[src/rtl/schoolbook_ctrl_if.sv]
// Stream bundle between the bus adapter and schoolbook_ctrl:
// an operand word stream into the controller and a product word stream out of it.
interface schoolbook_ctrl_if #(
  parameter int unsigned W = 32
);
  logic         in_valid;
  logic         in_ready;
  logic [W-1:0] in_data;
  logic         out_valid;
  logic         out_ready;
  logic [W-1:0] out_data;
  logic         out_last;

  // Bus adapter side: produces operand words, consumes product words.
  modport master (
    output in_valid, in_data, out_ready,
    input  in_ready, out_valid, out_data, out_last
  );

  // Controller side.
  modport slave (
    input  in_valid, in_data, out_ready,
    output in_ready, out_valid, out_data, out_last
  );
endinterface

[src/rtl/schoolbook_ctrl.sv]
// Word-serial front/back end for the iterative schoolbook multiplier.
// Collects operands a and b as W-bit words and holds them on the core inputs.
// Clears the core, waits out its fixed latency, then streams the 2N-bit
// product back as W-bit words, least-significant word first.
module schoolbook_ctrl #(
  parameter int unsigned N   = 163,
  parameter int unsigned W   = 32,
  parameter int unsigned LAT = 165
) (
  input  logic             clk,
  input  logic             rst,
  schoolbook_ctrl_if.slave bus,
  output logic [N-1:0]     mul_a,
  output logic [N-1:0]     mul_b,
  output logic             mul_rst,
  input  logic [2*N-1:0]   mul_c,
  output logic             busy
);
  localparam int unsigned NW   = (N + W - 1) / W;
  localparam int unsigned NP   = (2 * N + W - 1) / W;
  localparam int unsigned WC_W = $clog2(2 * NW);
  localparam int unsigned LC_W = $clog2(LAT + 1);

  localparam logic [WC_W-1:0] NW_C      = WC_W'(NW);
  localparam logic [WC_W-1:0] IN_LAST   = WC_W'(2 * NW - 1);
  localparam logic [WC_W-1:0] OUT_LAST  = WC_W'(NP - 1);
  localparam logic [LC_W-1:0] WAIT_LAST = LC_W'(LAT - 1);
  localparam logic [NW*W-1:0] WORD_MASK = {{(NW*W-W){1'b0}}, {W{1'b1}}};

  typedef enum logic [1:0] {
    S_LOAD,
    S_CLR,
    S_WAIT,
    S_OUT
  } state_t;

  state_t          state, state_d;
  logic [WC_W-1:0] wcnt;      // operand word counter in LOAD, product word index in OUT
  logic [LC_W-1:0] wait_cnt;
  logic [N-1:0]    a_q, b_q, a_d, b_d;
  logic [N-1:0]    rep, mask;
  logic [WC_W-1:0] slot;
  logic            a_sel;
  logic [2*N-1:0]  prod_q;

  // Merge the incoming word into its operand slice; the word is replicated
  // across the operand width and a shifted mask picks the slice, so bits of
  // the top word beyond N-1 fall away in the truncation.
  always_comb begin
    a_sel = (wcnt < NW_C);
    slot  = a_sel ? wcnt : wcnt - NW_C;
    rep   = N'({NW{bus.in_data}});
    mask  = N'(WORD_MASK << (slot * W));
    a_d   = a_sel ? ((a_q & ~mask) | (rep & mask)) : a_q;
    b_d   = a_sel ? b_q : ((b_q & ~mask) | (rep & mask));
  end

  // State register.
  always_ff @(posedge clk) begin
    if (rst) begin
      state <= S_LOAD;
    end else begin
      state <= state_d;
    end
  end

  // Next state and handshake/control outputs decoded from the current state.
  always_comb begin
    state_d       = state;
    bus.in_ready  = 1'b0;
    bus.out_valid = 1'b0;
    bus.out_last  = 1'b0;
    mul_rst       = 1'b0;
    busy          = 1'b1;
    case (state)
      S_LOAD: begin
        bus.in_ready = 1'b1;
        busy         = 1'b0;
        if (bus.in_valid && wcnt == IN_LAST) begin
          state_d = S_CLR;
        end
      end
      S_CLR: begin
        state_d = S_WAIT;
      end
      S_WAIT: begin
        mul_rst = 1'b1;
        if (wait_cnt == WAIT_LAST) begin
          state_d = S_OUT;
        end
      end
      S_OUT: begin
        bus.out_valid = 1'b1;
        bus.out_last  = (wcnt == OUT_LAST);
        if (bus.out_ready && wcnt == OUT_LAST) begin
          state_d = S_LOAD;
        end
      end
      default: begin
        state_d = S_LOAD;
      end
    endcase
  end

  // Operand loading, latency counting, product capture and word indexing.
  always_ff @(posedge clk) begin
    if (rst) begin
      wcnt     <= '0;
      wait_cnt <= '0;
      a_q      <= '0;
      b_q      <= '0;
      prod_q   <= '0;
    end else begin
      case (state)
        S_LOAD: begin
          if (bus.in_valid) begin
            a_q  <= a_d;
            b_q  <= b_d;
            wcnt <= (wcnt == IN_LAST) ? '0 : wcnt + 1'b1;
          end
        end
        S_CLR: begin
          wait_cnt <= '0;
        end
        S_WAIT: begin
          wait_cnt <= wait_cnt + 1'b1;
          if (wait_cnt == WAIT_LAST) begin
            prod_q <= mul_c;
            wcnt   <= '0;
          end
        end
        S_OUT: begin
          if (bus.out_ready) begin
            wcnt <= (wcnt == OUT_LAST) ? '0 : wcnt + 1'b1;
          end
        end
        default: begin
        end
      endcase
    end
  end

  assign mul_a        = a_q;
  assign mul_b        = b_q;
  assign bus.out_data = W'(prod_q >> (wcnt * W));

endmodule

[src/flat_wrapper.sv]
// flat-port wrapper written by rule: the top's interface ports become plain ports
module schoolbook_ctrl_flat 
#(
  parameter int unsigned N   = 163,
  parameter int unsigned W   = 32,
  parameter int unsigned LAT = 165
)
  (clk, rst, mul_a, mul_b, mul_rst, mul_c, busy, bus_in_valid, bus_in_data, bus_out_ready, bus_in_ready, bus_out_valid, bus_out_data, bus_out_last);
  schoolbook_ctrl_if #(.W(W)) bus_i ();
  input  logic clk;
  input  logic rst;
  output logic [N-1:0] mul_a;
  output logic [N-1:0] mul_b;
  output logic mul_rst;
  input  logic [2*N-1:0] mul_c;
  output logic busy;
  input wire logic [$bits(bus_i.in_valid)-1:0] bus_in_valid;
  input wire logic [$bits(bus_i.in_data)-1:0] bus_in_data;
  input wire logic [$bits(bus_i.out_ready)-1:0] bus_out_ready;
  output wire logic [$bits(bus_i.in_ready)-1:0] bus_in_ready;
  output wire logic [$bits(bus_i.out_valid)-1:0] bus_out_valid;
  output wire logic [$bits(bus_i.out_data)-1:0] bus_out_data;
  output wire logic [$bits(bus_i.out_last)-1:0] bus_out_last;
  assign bus_i.in_valid = bus_in_valid;
  assign bus_i.in_data = bus_in_data;
  assign bus_i.out_ready = bus_out_ready;
  assign bus_in_ready = bus_i.in_ready;
  assign bus_out_valid = bus_i.out_valid;
  assign bus_out_data = bus_i.out_data;
  assign bus_out_last = bus_i.out_last;
  schoolbook_ctrl #(.N(N), .W(W), .LAT(LAT)) u_core (.clk(clk), .rst(rst), .bus(bus_i), .mul_a(mul_a), .mul_b(mul_b), .mul_rst(mul_rst), .mul_c(mul_c), .busy(busy));
endmodule
[config.mk]
export PLATFORM = sky130hd
export DESIGN_NAME = schoolbook_ctrl_flat
export DESIGN_NICKNAME = d
export VERILOG_FILES = /design/src/rtl/schoolbook_ctrl_if.sv /design/src/rtl/schoolbook_ctrl.sv /design/src/flat_wrapper.sv
export SDC_FILE = /design/constraint.sdc
export NUM_CORES = 1
export LEC_CHECK = 0
export CAP_MARGIN = 20
export CELL_PAD_IN_SITES_DETAIL_PLACEMENT = 0
export CELL_PAD_IN_SITES_GLOBAL_PLACEMENT = 1
export CORE_ASPECT_RATIO = 0.7
export CORE_MARGIN = 5
export CORE_UTILIZATION = 38
export CTS_CLUSTER_SIZE = 28
export DETAILED_ROUTE_END_ITERATION = 16
export PLACE_DENSITY = 0.86
export SETUP_SLACK_MARGIN = 0.15
export SYNTH_ARGS = -nofsm -noshare
export SYNTH_HDL_FRONTEND = slang
export SYNTH_SLANG_ARGS = --single-unit
export TNS_END_PERCENT = 30
[constraint.sdc]
create_clock -name clk -period 6 [get_ports clk]
set_input_delay 1.2 -clock clk [delete_from_list [all_inputs] [get_ports clk]]
set_output_delay 1.2 -clock clk [all_outputs]
set_load 0.02 [all_outputs]
==> metrics, run 1 <==
status finished clean; HP Class reg -> reg; endpoints failing hold 0; via count of the first global-routing pass ~22,000; Die ar. 0.0746 mm²; DIE HEIGHT 230 µm; most frequent cells in the layout nand2_1 (1,303), clkdlybuf4s50_1 (723), dfxtp_1 (663), a21oi_1 (618); Routed Antenna Nets 0; post-DP HPWL approximately 74,000 µm; CTS tree yes; filler instances 6,447; Yosys warning count 0; sequential fraction of the synthesis area 50.7%; CTS Sinks 666; Remaining Overflow, GRT 0; DRT Wirelength between 100,000 and 150,000 µm; Max clock buf depth 3; syn_nets ~3,600; drt pass-1 iters 5; total CTS buffers a little under 70; cell area after layout approximately 0.036 mm²; Port-buffer cells 724; Nets 4,110; Mapped Area 0.0263 mm²; Starting Density between 30% and 40%; Core Box Area 0.0684 mm²; top-level I/O count between 700 and 800; Clock Latency Late Sink 0.63 ns; startpoint types register; num rows 80; min cycle time layout 5.01 ns; Setup crit end kind output port; RSZ-0062 raised after global routing no; CTS resizes 0; drt drc 0; headroom to the max-slew limit 24.7%; first-pass GRT wire length approximately 150,000 µm; Setup Total Neg Slack 0 ns; Mean Syn Cell Area 8.25 µm²; Post-synth top flop dfxtp_1; Setup Buffers After CTS 0; Final Cycle Share between 80% and 90%; drt wl/cell 22.6 µm; initial antenna violation count 19; Post-synth EDFFs 0; Tot GR Track Use 27.0%; commonest non-fill, non-tap cell in the layout nand2_1; Slew Limit Fails 0; vias per cell 5.23; critical path class reg -> out; post-place instance area 0.0337 mm²; share of layout cells above drive strength 1 7.07%; Syn Inst Count 3,186; # setup viols final 0; Worst Path Max Fanout 46; Post-CTS Hold Fix Bufs 0; CTS H-tree lvls 3; LEAKAGE 11.9 nW; Req. time, crit path 4.80 ns; Peak VDD IR 0.202 mV; Layout Skew 0.0175 ns; multi-input logic area approximately 0.012 mm²; Yosys cell types 52; FF+latch area 0.0133 mm²; Worst Max-Slew Pin Slew 1.13 ns; Inst Count DP around 4,600; FFs w/ async S/R, synth 0%; Final GP Congestion 0.924; vias 24,600; clock-pin slew on the worst setup and hold paths around 0.060 ns; largest net degree at the start of global routing 180; Die W 324 µm; Pwr Density 267 mW/mm²; CTS root buf clkbuf_16; Arr. time, crit path 3.81 ns; Area Growth Syn to Fin 37.2%; Initial DRC Count 2,495; Seq cells post-synth 666; Achievable Freq 199 MHz; max-cap viol count 0; Finished Layout Cells 4,701
[cell families after synthesis]
group / Yosys count / synth area share, %
adder cells (fa/ha/maj): 9 / 0.429
AO/OA/AOI/OAI: 706 / 14.6
multiplexers: 135 / 8.20
AND/OR/NAND/NOR: 1374 / 20.3
flip-flops: 666 / 50.7
XOR/XNOR: 6 / 0.200
buffers and inverters: 290 / 5.50
[path summary, 6_finish.rpt]
kind	startpoint	endpoint	slack, ns	cells past startpoint
max	u_core.wcnt[0]	bus_out_data[7]	0.99	5
min	register	register	0.45	2
max reg2reg	u_core.wcnt[0]	u_core.wcnt[3]	2.72	6
min reg2reg	register	register	0.45	2
[stage by stage]
stage / setup WS [ns] / util, % / power [mW] / hold WS [ns]
2_1_floorplan: 3.08 / - / 4.84 / 0.433
3_3_place_gp: 1.54 / 49.3 / 5.24 / 0.440
3_5_place_dp: 1.53 / 49.3 / 5.24 / 0.444
4_1_cts: 0.859 / 52.7 / 9.70 / 0.452
5_1_grt: 0.741 / 52.7 / 9.92 / 0.467
6_report: 0.986 / 52.7 / 9.63 / 0.453
[cell type report]
class | count | share of cell area [%]
sequential | 666 | 37.0
multi-input combinational | 2230 | 32.1
timing repair buffer | 758 | 21.1
clock buffer | 95 | 5.45
tap | 902 | 3.13
clock inverter | 26 | 0.979
inverter | 15 | 0.156
antenna | 9 | 0.0625
[per-layer routing]
| metal | track usage (%) | part of all wire [%] | vias up |
|---|---|---|---|
| met3 | 6.43 | 8.9 | 140 |
| met1 | 39.0 | 44 | 11800 |
| met4 | 7.02 | 2.4 | 8 |
| met2 | 40.6 | 45 | 994 |
| met5 | 0 | 0.052 | - |
| li1 | - | - | 11600 |
[synthesized netlist by cell type (all sizes together), types with 2 or more instances]
| cell type | n | area, µm² |
|---|---|---|
| nand2 | 1303 | 4890 |
| dfxtp | 666 | 13300 |
| a21oi | 651 | 3380 |
| clkbuf | 138 | 518 |
| buf | 137 | 870 |
| mux2i | 70 | 701 |
| mux4 | 64 | 1440 |
| o22ai | 27 | 169 |
| nor2 | 17 | 63.8 |
| inv | 14 | 52.6 |
| nand3 | 14 | 75.1 |
| ha | 9 | 113 |
| o221ai | 7 | 61.3 |
| nand2b | 6 | 37.5 |
| xor2 | 6 | 52.6 |
| and3 | 5 | 31.3 |
| nor3 | 5 | 47.5 |
| o2111ai | 4 | 35.0 |
| a2111oi | 3 | 82.6 |
| a211oi | 3 | 22.5 |
| nand4 | 3 | 18.8 |
| nand4b | 3 | 26.3 |
| nor2b | 3 | 18.8 |
| o21ai | 3 | 15.0 |
| and3b | 2 | 17.5 |
| and4 | 2 | 17.5 |
| nand3b | 2 | 18.8 |
| o32ai | 2 | 17.5 |
| or3 | 2 | 12.5 |
[report_power, final]
part | internal, mW | switching [mW]
Combinational | 0.324 | 0.332
Sequential | 4.45 | 0.0363
Clock | 2.61 | 1.88
Total | 7.39 | 2.25
[worst max-delay path, stage by stage (launching register included)]
cell	delay (ns)
dfxtp_4	0.95
buf_4	0.41
mux4_2	0.52
mux2i_1	0.47
o22ai_1	0.16
clkdlybuf4s50_1	0.62
Note: power is estimated with default switching activity, not from simulation.
==> run 2: changes to the inputs <==
--- a/config.mk
+++ b/config.mk
@@ -10,10 +10,10 @@
 export CELL_PAD_IN_SITES_GLOBAL_PLACEMENT = 1
 export CORE_ASPECT_RATIO = 0.7
 export CORE_MARGIN = 5
-export CORE_UTILIZATION = 38
+export CORE_UTILIZATION = 35
 export CTS_CLUSTER_SIZE = 28
 export DETAILED_ROUTE_END_ITERATION = 16
-export PLACE_DENSITY = 0.86
+export PLACE_DENSITY = 0.8
 export SETUP_SLACK_MARGIN = 0.15
 export SYNTH_ARGS = -nofsm -noshare
 export SYNTH_HDL_FRONTEND = slang
==> constraint.sdc (replaced) <==
create_clock -name clk -period 4.9 [get_ports clk]
set_input_delay 0.98 -clock clk [delete_from_list [all_inputs] [get_ports clk]]
set_output_delay 0.98 -clock clk [all_outputs]
set_load 0.02 [all_outputs]
==> run 2 against run 1 <==
Global-route usage fell by 1.7 points. Final cell count rose by 2.3%. Via count fell by 0.99%. Clock power rose by 20%. Clock skew rose by 0.0028 ns. Die area rose by 8.2%. Count of clock-buffer cells in the layout rose by 10. Critical endpoint is now bus_out_data[15]. Largest power group unchanged.
==> metrics, run 2 (synthesized netlist as in run 1, its figures left out) <==
endpoints failing hold 0 (unchanged); min cycle time layout 4.51 ns; RSZ-0062 raised after global routing no; Req. time, crit path 3.92 ns (-0.88 ns); num rows 84 (+5.0%); slowest CP cell dfxtp_4; Slew Limit Fails 0 (unchanged); Final Cycle Share 92.1%; crit-path cells buf_4 -> mux4_2 -> mux2i_1 -> o22ai_1 -> clkdlybuf4s50_1; Worst Hold Margin 0.452 ns (-0.000268 ns); drt drc 0 (unchanged); Initial DRC Count 2,292 (-8.1%); max-cap viol count 0 (unchanged); DRT Wirelength 108,000 µm (+1.7%); DIE HEIGHT 239 µm (+4.0%); Worst Path Max Fanout 20 (-57%); Setup Total Neg Slack 0 ns (unchanged); startpoint types register; largest net degree at the start of global routing 150 (-17%); HP Class reg -> reg; Starting Density 35.2% (-3.3 points); Tot GR Track Use 25.2% (-1.7 points); top-level I/O count 725 (unchanged); Pwr Density 323 mW/mm² (+21%); Remaining Overflow, GRT 0 (unchanged); commonest non-fill, non-tap cell in the layout nand2_1; Max clock buf depth 3 (unchanged); Worst Max-Slew Pin Slew 1.09 ns (-0.0398 ns); Die W 337 µm (+4.1%); clock-pin slew on the worst setup and hold paths 0.06 ns (about the same); Routed Antenna Nets 0 (unchanged); initial antenna violation count 22 (+3); Arr. time, crit path 3.53 ns (-0.28 ns); critical path class reg -> out; share of layout cells above drive strength 1 7.33% (+0.26 points); Core Box Area 0.0747 mm² (+9.3%); Achievable Freq 222 MHz; vias 24,300 (-0.99%); vias per cell 5.06 (-3.3%); headroom to the max-slew limit 27.4% (+2.7 points); Nets 4,124 (+0.34%); Layout Skew 0.0203 ns (+0.00284 ns); total CTS buffers 69 (+1.5%); drt wl/cell 22.4 µm (-0.64%); CTS H-tree lvls 3 (unchanged); most frequent cells in the layout nand2_1 (1,303), clkdlybuf4s50_1 (723), dfxtp_1 (663), a21oi_1 (618), clkbuf_16 (72); # setup viols final 0 (unchanged); slowest stage delay, CP 0.62 ns (-0.33 ns); first-pass GRT wire length 152,000 µm (+0.64%); LEAKAGE 11.9 nW (+0.52%); status finished clean; Setup crit end kind output port; CTS Sinks 666 (unchanged); Peak VDD IR 0.239 mV (+18%); Port-buffer cells 724 (unchanged); CTS root buf clkbuf_16; post-DP HPWL 76,200 µm (+3.4%); Area Growth Syn to Fin 38.2%; Clock Latency Late Sink 0.63 ns (about the same); CTS tree yes; via count of the first global-routing pass 22,400 (+0.51%); Final GP Congestion 0.872 (-5.6%); drt pass-1 iters 5 (unchanged); Post-CTS Hold Fix Bufs 0 (unchanged); Die ar. 0.0807 mm² (+8.2%)
==> run 2: changes by cell type in the layout (fill, tap and decap cells not counted), sizes merged <==
| cell | before | now |
|---|---|---|
| buf | 35 | 48 |
| clkbuf | 95 | 105 |
| diode | 9 | 16 |
| bufinv | 7 | 3 |
| inv | 20 | 18 |
| clkinv | 12 | 11 |
==> run 2: final cells by class <==
type / instances / area [µm²]
Inverter: 15 / 56.3
Timing Repair Buffer: 771 / 7740
Fill cell: 7188 / 38400
Multi-Input combinational cell: 2230 / 11600
Clock buffer: 105 / 2100
Clock inverter: 19 / 208
Sequential cell: 666 / 13300
Tap cell: 989 / 1240
Antenna cell: 16 / 40.0
==> run 2: where the power goes <==
| group | internal, mW | switching (mW) |
|---|---|---|
| Combinational | 0.406 | 0.421 |
| Sequential | 5.45 | 0.0389 |
| Clock | 3.13 | 2.28 |
| Total | 8.98 | 2.73 |
==> run 2: final timing paths <==
path,from,slack (ns),to,depth (start not counted)
setup / recovery,u_core.wcnt[0],0.39,bus_out_data[15],5
hold / removal,u_core.prod_q[75],0.45,u_core.prod_q[75],2
hold reg to reg,u_core.prod_q[75],0.45,u_core.prod_q[75],2
setup reg to reg,u_core.wcnt[1],1.45,register,6
==> run 2: through the flow <==
stage / total power [mW] / setup slack (ns) / util [%] / area (µm²) / std cells
6_report: 11.7 / 0.386 / 48.6 / 36300 / 4811
3_3_place_gp: 6.43 / 0.928 / 45.4 / 33900 / 4670
2_1_floorplan: 5.93 / 2.20 / - / 26300 / 3186
3_5_place_dp: 6.43 / 0.877 / 45.4 / 33900 / 4670
5_1_grt: 12.1 / 0.227 / 48.6 / 36300 / 4811
4_1_cts: 11.8 / 0.194 / 48.5 / 36200 / 4794
==> run 2: per-layer routing <==
metal / vias to the layer above / share of wire (%) / GRT usage [%] / wire length (µm)
met5: - / 0.025 / 0 / 27
met4: 6 / 2.9 / 9.17 / 3140
met3: 146 / 6.9 / 4.87 / 7450
met2: 855 / 44 / 37.4 / 47700
met1: 11700 / 46 / 36.7 / 49600
li1: 11700 / - / - / -
==> run 2: worst max-delay path, delay by kind of cell, from the launching register on <==
| kind | cells | cell delay [ns] |
|---|---|---|
| AO/OA/AOI/OAI | 1 | 0.19 |
| buffers and inverters | 2 | 0.92 |
| flip-flops | 1 | 0.62 |
| multiplexers | 2 | 1.19 |
==> run 2: what timing repair did <==
item / 4_1_cts / 5_1_grt
hold endpoints to repair: 0 / 0
setup buffers: 0 / 1
resized for setup: 0 / 0
endpoints found under the setup margin: 0 / 1
==> run 3: changes to the inputs <==
--- a/config.mk
+++ b/config.mk
@@ -11,7 +11,6 @@
 export CORE_ASPECT_RATIO = 0.7
 export CORE_MARGIN = 5
 export CORE_UTILIZATION = 35
-export CTS_CLUSTER_SIZE = 28
 export DETAILED_ROUTE_END_ITERATION = 16
 export PLACE_DENSITY = 0.8
 export SETUP_SLACK_MARGIN = 0.15
==> results of run 3 <==
No change in the layout: final DEF, timing and power equal those of run 2.
